File: src/rtl/vgaram_pkg.sv
// Shared definitions for the video RAM arbiter: FSM state encoding and
// default bus widths.
package vgaram_pkg;

    localparam int DEFAULT_AW = 16;
    localparam int DEFAULT_DW = 8;

    typedef enum logic [1:0] {
        IDLE      = 2'd0,
        CPU_CYCLE = 2'd1,
        ACK       = 2'd2
    } state_t;

endpackage : vgaram_pkg

File: src/rtl/vgaram_arbiter.sv
// Single-port video RAM arbiter: VGA reads pass straight through, CPU accesses
// are slotted into cycles the VGA master has announced it will not use.
module vgaram_arbiter
    import vgaram_pkg::*;
#(
    parameter int AW = DEFAULT_AW,
    parameter int DW = DEFAULT_DW
) (
    input  logic          i_clk,
    input  logic          i_reset,

    input  logic [AW-1:0] i_vga_addr,
    input  logic          i_vga_cs,
    input  logic          i_vga_access,
    output logic [DW-1:0] o_vga_dat,

    input  logic [AW-1:0] i_cpu_addr,
    input  logic [DW-1:0] i_cpu_dat,
    input  logic          i_cpu_cs,
    input  logic          i_cpu_we,
    output logic [DW-1:0] o_cpu_dat,
    output logic          o_cpu_ack,

    output logic [AW-1:0] o_ram_addr,
    output logic [DW-1:0] o_ram_dat,
    output logic          o_ram_cs,
    output logic          o_ram_we,
    input  logic [DW-1:0] i_ram_dat,

    output logic          o_conflict
);

    state_t        state;
    state_t        state_next;

    logic [AW-1:0] hold_addr;
    logic [DW-1:0] hold_dat;
    logic          hold_we;
    logic [DW-1:0] cpu_dat_q;
    logic          conflict_q;
    logic          cpu_start;

    // A CPU slot is only safe when the VGA master has not claimed next cycle.
    assign cpu_start = (state == IDLE) && i_cpu_cs && !i_vga_access;

    // NOTE: every variable in an always_comb gets a default first, so no path leaves it unassigned and no latch is inferred.
    always_comb begin
        state_next = state;
        case (state)
            IDLE:      if (cpu_start) state_next = CPU_CYCLE;
            CPU_CYCLE: state_next = ACK;
            ACK:       state_next = IDLE;
            default:   state_next = IDLE;
        endcase
    end

    // NOTE: sequential state uses non-blocking assignments so all flops update together at the edge.
    always_ff @(posedge i_clk) begin
        if (i_reset) state <= IDLE;
        else         state <= state_next;
    end

    // Holding registers make the CPU side fully registered toward the RAM.
    always_ff @(posedge i_clk) begin
        if (i_reset) begin
            hold_addr <= '0;
            hold_dat  <= '0;
            hold_we   <= 1'b0;
        end else if (cpu_start) begin
            hold_addr <= i_cpu_addr;
            hold_dat  <= i_cpu_dat;
            hold_we   <= i_cpu_we;
        end
    end

    // Read data is held between acks; a write ack leaves it untouched.
    always_ff @(posedge i_clk) begin
        if (i_reset)                          cpu_dat_q <= '0;
        else if ((state == ACK) && !hold_we)  cpu_dat_q <= i_ram_dat;
    end

    always_ff @(posedge i_clk) begin
        if (i_reset)                               conflict_q <= 1'b0;
        else if ((state == CPU_CYCLE) && i_vga_cs) conflict_q <= 1'b1;
    end

    // RAM port mux, selected only by registered state to keep VGA latency flat.
    always_comb begin
        o_ram_addr = i_vga_addr;
        o_ram_dat  = '0;
        o_ram_cs   = i_vga_cs;
        o_ram_we   = 1'b0;
        if (state == CPU_CYCLE) begin
            o_ram_addr = hold_addr;
            o_ram_dat  = hold_dat;
            o_ram_cs   = 1'b1;
            o_ram_we   = hold_we;
        end
    end

    // The synchronous RAM returns read data in ACK, so it is forwarded with the ack.
    assign o_cpu_ack  = (state == ACK);
    assign o_cpu_dat  = (o_cpu_ack && !hold_we) ? i_ram_dat : cpu_dat_q;
    assign o_vga_dat  = i_ram_dat;
    assign o_conflict = conflict_q;

endmodule : vgaram_arbiter

File: config.mk
export PLATFORM = sky130hd
export DESIGN_NAME = vgaram_arbiter
export DESIGN_NICKNAME = d
export VERILOG_FILES = /design/src/rtl/vgaram_pkg.sv /design/src/rtl/vgaram_arbiter.sv
export SDC_FILE = /design/constraint.sdc
export NUM_CORES = 1
export LEC_CHECK = 0
export ABC_CLOCK_PERIOD_IN_PS = 1800
export BUFFER_PORTS_ARGS = -buffer_cell sky130_fd_sc_hd__buf_4
export CAP_MARGIN = 20
export CORE_ASPECT_RATIO = 1.4
export CORE_MARGIN = 3
export CORE_UTILIZATION = 48
export CTS_BUF_LIST = sky130_fd_sc_hd__clkbuf_8
export CTS_CLUSTER_DIAMETER = 80
export DETAILED_ROUTE_END_ITERATION = 7
export PLACE_DENSITY = 0.83
export SYNTH_ARGS = -nofsm -noshare
export SYNTH_HDL_FRONTEND = slang
export SYNTH_SLANG_ARGS = --single-unit
File: constraint.sdc
create_clock -name i_clk -period 1.8 [get_ports i_clk]
set_input_delay 0.27 -clock i_clk [delete_from_list [all_inputs] [get_ports i_clk]]
set_output_delay 0.27 -clock i_clk [all_outputs]
set_load 0.02 [all_outputs]
## Yosys cells after proc, flatten, opt, wreduce, memory -nomap -nowiden

Cells that the tools add are included.

- Flip-flop bits (word level): 36
- Output and inout bits: 44
- Word-level logic and storage cells: 23

- Eq/ne operators: 3
- Multiplexer cells: 7
- Reduce and logical (&&, ||, !) cells: 7

Operators with widths:

| cell | count |
|---|---|
| 2-to-1 mux 16 bit | 1 |
| 2-to-1 mux 8 bit | 2 |
| logical AND 1 bit | 4 |
| case mux 2 bit (2 select lines) | 1 |
| == test 2 x 1 -> 1 bit, second input constant | 1 |
| == test 2 bit, second input constant | 1 |
| logical NOT 1 bit | 2 |
| logical NOT 2 bit | 1 |
| 2-to-1 mux 1 bit | 2 |
| 2-to-1 mux 2 bit | 1 |
| != test 2 bit, second input constant | 1 |

## Logic depth before layout (Yosys ltp)

Gate-level depths: netlist of run 1.

- Depth after elaboration: 5
- Depth in mapped cells: 4

## Worst setup path after synthesis of run 1

Ideal clock, no wire load.

- Path type: register to output
- From: register state[1]
- To: output o_cpu_dat[5]
- Arrival: 1.258 ns
- Required time: 1.530 ns
- Path slack: 0.272 ns
- Cell stages (with the launch flop): 4
- Cells stage by stage: dfxtp_1 -> nor3b_4 -> buf_8 -> mux2_4

- Cells in the longest elaborated chain, start to end: 3

RTL lines:

| element | line | RTL |
|---|---|---|
| from (decl) | vgaram_arbiter.sv:33 | `state_t state;` |
| from (signal assigned) | vgaram_arbiter.sv:60 | `else state <= state_next;` |
| == test 2 bit | vgaram_arbiter.sv:102 | `assign o_cpu_ack = (state == ACK);` |
| logical AND 1 bit | vgaram_arbiter.sv:103 | `assign o_cpu_dat = (o_cpu_ack && !hold_we) ? i_ram_dat : cpu_dat_q;` |
| 2-to-1 mux 8 bit | - |  |
| to (decl) | vgaram_arbiter.sv:21 | `output logic [DW-1:0] o_cpu_dat,` |

Every way passes these cells.

## Final worst setup path of run 1

- From: register hold_we
- To: output o_cpu_dat[3]

- Cells in the longest elaborated chain, start to end: 3

RTL lines:

| element | line | RTL |
|---|---|---|
| from (decl) | vgaram_arbiter.sv:38 | `logic hold_we;` |
| from (signal assigned) | vgaram_arbiter.sv:72 | `hold_we <= i_cpu_we;` |
| logical NOT 1 bit | vgaram_arbiter.sv:103 |  |
| logical AND 1 bit | vgaram_arbiter.sv:103 |  |
| 2-to-1 mux 8 bit | - |  |

Every way passes these cells.

==> out/results.txt, run 1 <==
Pre-CTS setup slack - 0.273 ns
Max Clock Skew - 0.00299 ns
Starting DRT DRC Count - 52
Crit-path cells - nor3b_4, buf_12, mux2_2, buf_4
CTS root buf - clkbuf_8
Initial Util - 0.507
Placed cells - 325
Site Rows - 27
Final critical-path share of the clock period - 0.989
HP Class - in -> reg
GRT overflow - 0
Worst EP required - 1.53 ns
CTS tree - done
Post-layout min period - 1.78 ns
Reg2reg start - state[0]
Fin cells - 337
Post-Layout Inst Area - 2900 µm²
RSZ-0062 raised after global routing - yes
Max-Cap Viols - 0
DRC - 0
Sequential share of the synthesized area - 0.354
Largest net degree at the start of global routing - 70
Switching pwr - 0.000456 W
Final HPWL DP - 3220 µm
Netlist Area Pre-Place - 2040 µm²
Static leakage - 1.30 nW
Die Y - 83.1 µm
R2R Setup Slk - 0.45 ns
Worst-Skew Late Latency - 0.28 ns
Core area - 4020 µm²
Clk sinks - 36
Worst path depth - 4
Net count after synthesis - 254
VDD IR max - 399 µV
YS warnings - 0
Die X - 61.1 µm
Status - finished clean
Max_slew headroom - 0.698
Post-synth top flop - dfxtp_1
Slowest cell delay on critical path - 0.34 ns
Final setup margin - 0.0192 ns
GRT Resource Usage Total - 0.179
Share of power burned in combinational logic - 0.226
Layout cells sized above 1 - 0.490
FMAX - 562 MHz
Seq pwr share - 0.465
Min Hold Slack - 0.251 ns
Gpl congestion - 0.736
Initial antenna violation count - 0
Hold Vio Cnt, Final - 0
PwrDens - 630 nW/µm²
CP endpoint kind - primary output
Crit-path slowest cell - dfxtp_2
First-pass GRT wire length - 7090 µm
Pins over their slew limit - 0
PortBufs - 97
Yosys reg bits - 36
RR Endpoint - hold_addr[0]
Final setup viols - 0
Vias per cell - 4.88
Clock Tree Buf Depth - 2
Worst Setup Start Kind - register
Post-route ant nets - 0
Clock input transition at the sequential cells of the worst setup and hold paths - 0.07 ns
# diodes - 0
Nets - 347
DRT Pass-1 Iters - 3
Synth cell types - 17
Internal - 0.00137 W
Critical Path AT - 1.51 ns
CP Buf/Inv Count - 2
Family with the most delay on the worst path - flip-flops
Die area - 5070 µm²
Via Count - 1,644
Worst r2r path cells - 4
I/O pins - 98
Avg Cell Area, Syn - 10.2 µm²
CTS Buf Count - 5
Placed Area - 2760 µm²
Most common cell after layout, fill and taps aside - buf_4
CP Launch Point - hold_we
Worst Setup EP - o_cpu_dat[3]
Max FO, Critical Path - 14
Final core utilization - 0.721
Seq. cell area - 724 µm²
EDFF count, synth - 0
Switching Share - 0.250
Worst Max-Slew Pin Slew - 0.452 ns
Synth Instances - 200
Crit Path Category - reg -> out
Final WL - 4340 µm
WL/cell - 12.9 µm
Vias in the first global route - 1,649
Commonest non-fill, non-tap cells in the layout - buf_4 (100), nand2b_1 (67), mux2i_1 (33), dfxtp_1 (33), mux2_2 (22)
Clock share of power - 0.309
Syn-to-layout area delta - 42.4%
Ys async rst share - 0
Multi-input gate area - 1170 µm²
CTS H-tree lvls - 2
Fill count - 337
==> through the flow <==
step                power (W)  setup TNS [ns]
floorplan             0.00110               0
global placement      0.00127               0
detailed placement    0.00128               0
CTS                   0.00185               0
global route          0.00193          -0.227
finish                0.00183               0
==> worst min-delay path by stage <==
| stage | start | depth (start not counted) | end | slack [ns] |
|---|---|---|---|---|
| 5_1_grt | i_cpu_addr[13] | 3 | hold_addr[13] | 0.25 |
| 3_5_place_dp | o_conflict | 2 | o_conflict | 0.44 |
| 2_1_floorplan | i_ram_dat[0] | 2 | cpu_dat_q[0] | 0.43 |
| 4_1_cts | i_cpu_we | 3 | hold_we | 0.24 |
| 3_3_place_gp | o_conflict | 2 | o_conflict | 0.44 |
| 6_report | i_cpu_dat[5] | 3 | hold_dat[5] | 0.25 |
==> metal layers <==
metal  vias up  routed length [µm]  global-route usage
met5         -                   0                   0
met2        57                2370               0.325
met3         4                 263              0.0544
met1       748                1680               0.188
met4         0                  34              0.0473
li1        835                   -                   -
==> repair_timing <==
action                                 in CTS  in global routing
hold buffers                                0                  0
gates cloned                                0                  0
resized for setup                           9                  0
setup endpoints to repair                  29                  8
buffers inserted                            2                  2
endpoints found under the hold margin       0                  0
==> cell usage after synthesis (2+ instances only) <==
cell	n	area share
nor2b_1	3	0.0092
clkbuf_1	7	0.013
dfxtp_1	36	0.35
buf_6	4	0.022
buf_4	9	0.033
mux2_2	22	0.12
mux2i_1	33	0.16
mux2_4	2	0.015
nand2b_1	68	0.21
and2_1	9	0.028
==> layout make-up <==
type	instances	share of cell area
clock inverters	2	0.00259
flip-flops and latches	36	0.250
repair buffers	107	0.295
inverters	1	0.00129
clock buffers	6	0.0285
multi-input cells	142	0.404
well taps	43	0.0186
==> worst reg2reg max path, delay by kind of cell, from the launching register on <==
family,cells,cell delay [ns]
buf+inv,2,0.40
simple gates,1,0.30
flops,1,0.35
mux,1,0.22
==> power groups by stage <==
stage          Combinational (W)  Sequential, W  Clock (W)
2_1_floorplan           0.000238       0.000864          0
3_3_place_gp            0.000404       0.000866          0
3_5_place_dp            0.000411       0.000869          0
4_1_cts                 0.000417       0.000851   0.000585
5_1_grt                 0.000444       0.000854   0.000628
6_report                0.000413       0.000851   0.000564
==> registers in the layout (all words and copies together) (netlist names) <==
register / cells
cpu_dat_q: 8
hold_addr: 16
hold_dat: 8
hold_we: 1
o_conflict: 1
state: 2
==> cells by family after synthesis <==
family / Yosys count / share of synthesized area
buffers and inverters: 22 / 0.0774
flip-flops: 36 / 0.354
AO/OA/AOI/OAI: 1 / 0.00245
multiplexers: 57 / 0.299
AND/OR/NAND/NOR: 84 / 0.268
Power figures use the tool's default switching activity.
==> run 2, diff against run 1 <==
- ABC_CLOCK_PERIOD_IN_PS: 1800 -> 2100
- CORE_UTILIZATION: 48 -> 40
- PLACE_DENSITY: 0.83 -> 0.71
- clock period: 1.8 -> 2.1 ns (I/O delays scaled with it)
==> run 2 against run 1 <==
  * Die area rose by 18%
  * Non-clock buffer count fell by 5
  * Count of clock-buffer cells in the layout did not move
  * Register-to-register slack improved by 0.38 ns
  * Sequential power fell by 14%
  * Setup slack improved by 0.086 ns
  * First-iteration DRC count fell by 13%
  * Highest routed layer unchanged
  * Critical path type unchanged
  * Sequential share of layout area rose by 0.37 points
==> out/results.txt, run 2 (synthesized netlist as in run 1, its figures left out) <==
Status - finished clean
Max reg flops - 16 (unchanged)
Final WL - 4190 µm (-3.5%)
Fin cells - 353 (+4.7%)
RSZ-0062 raised after global routing - no
Post-route ant nets - 0 (unchanged)
Seq. cell area - 721 µm² (-0.52%)
Critical Path AT - 1.68 ns (+0.17 ns)
Vias in the first global route - 1,570 (-4.8%)
PortBufs - 97 (unchanged)
GRT Max-Usage Layer - met2
Hold buffer count at cts - 0 (unchanged)
Worst Max-Slew Pin Slew - 0.477 ns (+0.0245 ns)
Clk sinks - 36 (unchanged)
CTS root buf - clkbuf_8
Die X - 66.3 µm (+8.6%)
Resize count post-CTS - 0 (-9)
Multi-input gate area - 1170 µm² (-0.43%)
Max_slew headroom - 0.682 (-0.0163)
I/O pins - 98 (unchanged)
Final core utilization - 0.583 (-0.139)
M1 GR Usage - 0.154 (-0.0349)
Worst EP required - 1.78 ns (+0.25 ns)
Clock input transition at the sequential cells of the worst setup and hold paths - 0.07 ns (about the same)
Family with the most delay on the worst path - flip-flops
Setup TNS - 0 ns (unchanged)
Nets - 342 (-1.4%)
Largest Register - hold_addr
WL/cell - 11.9 µm (-7.8%)
Initial Util - 0.417 (-0.0893)
Final setup margin - 0.105 ns (+0.0860 ns)
Hold Vio Cnt, Final - 0 (unchanged)
Initial antenna violation count - 0 (unchanged)
CTS Buf Count - 5 (unchanged)
Commonest non-fill, non-tap cells in the layout - buf_4 (101), nand2b_1 (68), dfxtp_1 (36)
Worst-Skew Late Latency - 0.28 ns (about the same)
Gpl congestion - 0.641 (-13%)
Pins over their slew limit - 0 (unchanged)
FMAX - 501 MHz
Static leakage - 1.25 nW (-3.5%)
Core area - 4880 µm² (+21%)
Placed cells - 345 (+6.2%)
First-pass GRT wire length - 6930 µm (-2.1%)
Syn-to-layout area delta - 39.6%
Slowest cell delay on critical path - 0.43 ns (+0.09 ns)
DRC - 0 (unchanged)
Biggest regs - hold_addr (16), cpu_dat_q (8), hold_dat (8)
Pre-CTS setup slack - 0.416 ns (+0.143 ns)
Die area - 6000 µm² (+18%)
Largest net degree at the start of global routing - 70 (unchanged)
Final critical-path share of the clock period - 0.950
Layout cells sized above 1 - 0.471 (-0.0192)
Crit Path Category - reg -> out
Site Rows - 30 (+11%)
Max-Cap Viols - 0 (unchanged)
GR Layer Usage met3 - 0.0436 (-0.0108)
Vias per cell - 4.50 (-7.8%)
Met2 Use GR - 0.261 (-0.0637)
CTS H-tree lvls - 2 (unchanged)
HP Class - in -> reg
Crit-path slowest cell - dfxtp_1
Max FO, Critical Path - 16 (+2)
Max Clock Skew - 0.00559 ns (+0.00260 ns)
VDD IR max - 339 µV (-15%)
Final HPWL DP - 3150 µm (-2.4%)
PwrDens - 552 nW/µm² (-12%)
Starting DRT DRC Count - 45 (-13%)
Setup bufs post-CTS - 0 (-2)
CTS tree - done
CP Buf/Inv Count - 2 (unchanged)
Post-layout min period - 1.99 ns
CP endpoint kind - primary output
Die Y - 90.4 µm (+8.9%)
DRT Pass-1 Iters - 4 (+1)
Final setup viols - 0 (unchanged)
Fill count - 463 (+37%)
Crit-path cells - nor3b_4, buf_12, mux2_2, buf_4
GRT Resource Usage Total - 0.146 (-0.0325)
Worst Setup Start Kind - register
Most common cell after layout, fill and taps aside - buf_4
Clock Tree Buf Depth - 2 (unchanged)
Via Count - 1,587 (-3.5%)
GRT overflow - 0 (unchanged)
# diodes - 0 (unchanged)
-- run 2: final timing paths --
path	end	from	cells after the start	slack, ns
min reg2reg	o_conflict	o_conflict	2	0.46
max reg2reg	hold_addr[10]	state[0]	3	0.83
min	hold_dat[6]	i_cpu_dat[6]	3	0.29
max	o_cpu_dat[4]	state[1]	4	0.11
-- run 2: per-layer routing --
| metal | wire length (µm) | part of all wire |
|---|---|---|
| met5 | 0 | 0 |
| met4 | 63 | 0.015 |
| met3 | 327 | 0.078 |
| met2 | 2140 | 0.51 |
| met1 | 1670 | 0.40 |
-- run 2: stage by stage --
stage	power (W)	instance area, µm²	hold WS (ns)
global placement	0.00108	2750	0.435
detailed placement	0.00109	2750	0.448
floorplan	0.000944	2040	0.444
global route	0.00165	2840	0.287
CTS	0.00160	2840	0.284
finish	0.00157	2840	0.294
-- run 2: area by class of cell --
cell class,instances,share of cell area
well taps,64,0.0282
multi-input cells,142,0.411
clock inverters,2,0.00352
inverters,1,0.00132
clock buffers,6,0.0290
repair buffers,102,0.274
flip-flops and latches,36,0.254
-- run 2: power breakdown --
group	leakage, nW	internal, W	switching [W]
clock network	0.0510	0.000262	0.000238
registers	0.293	0.000712	0.0000166
logic	0.909	0.000196	0.000145
total	1.25	0.00117	0.000399
-- run 2: tightest hold or removal path: cells and delay by family --
| kind | cells | cell delay [ns] |
|---|---|---|
| and+or+nand+nor | 1 | 0.06 |
| buffers and inverters | 1 | 0.11 |
| muxes | 1 | 0.06 |
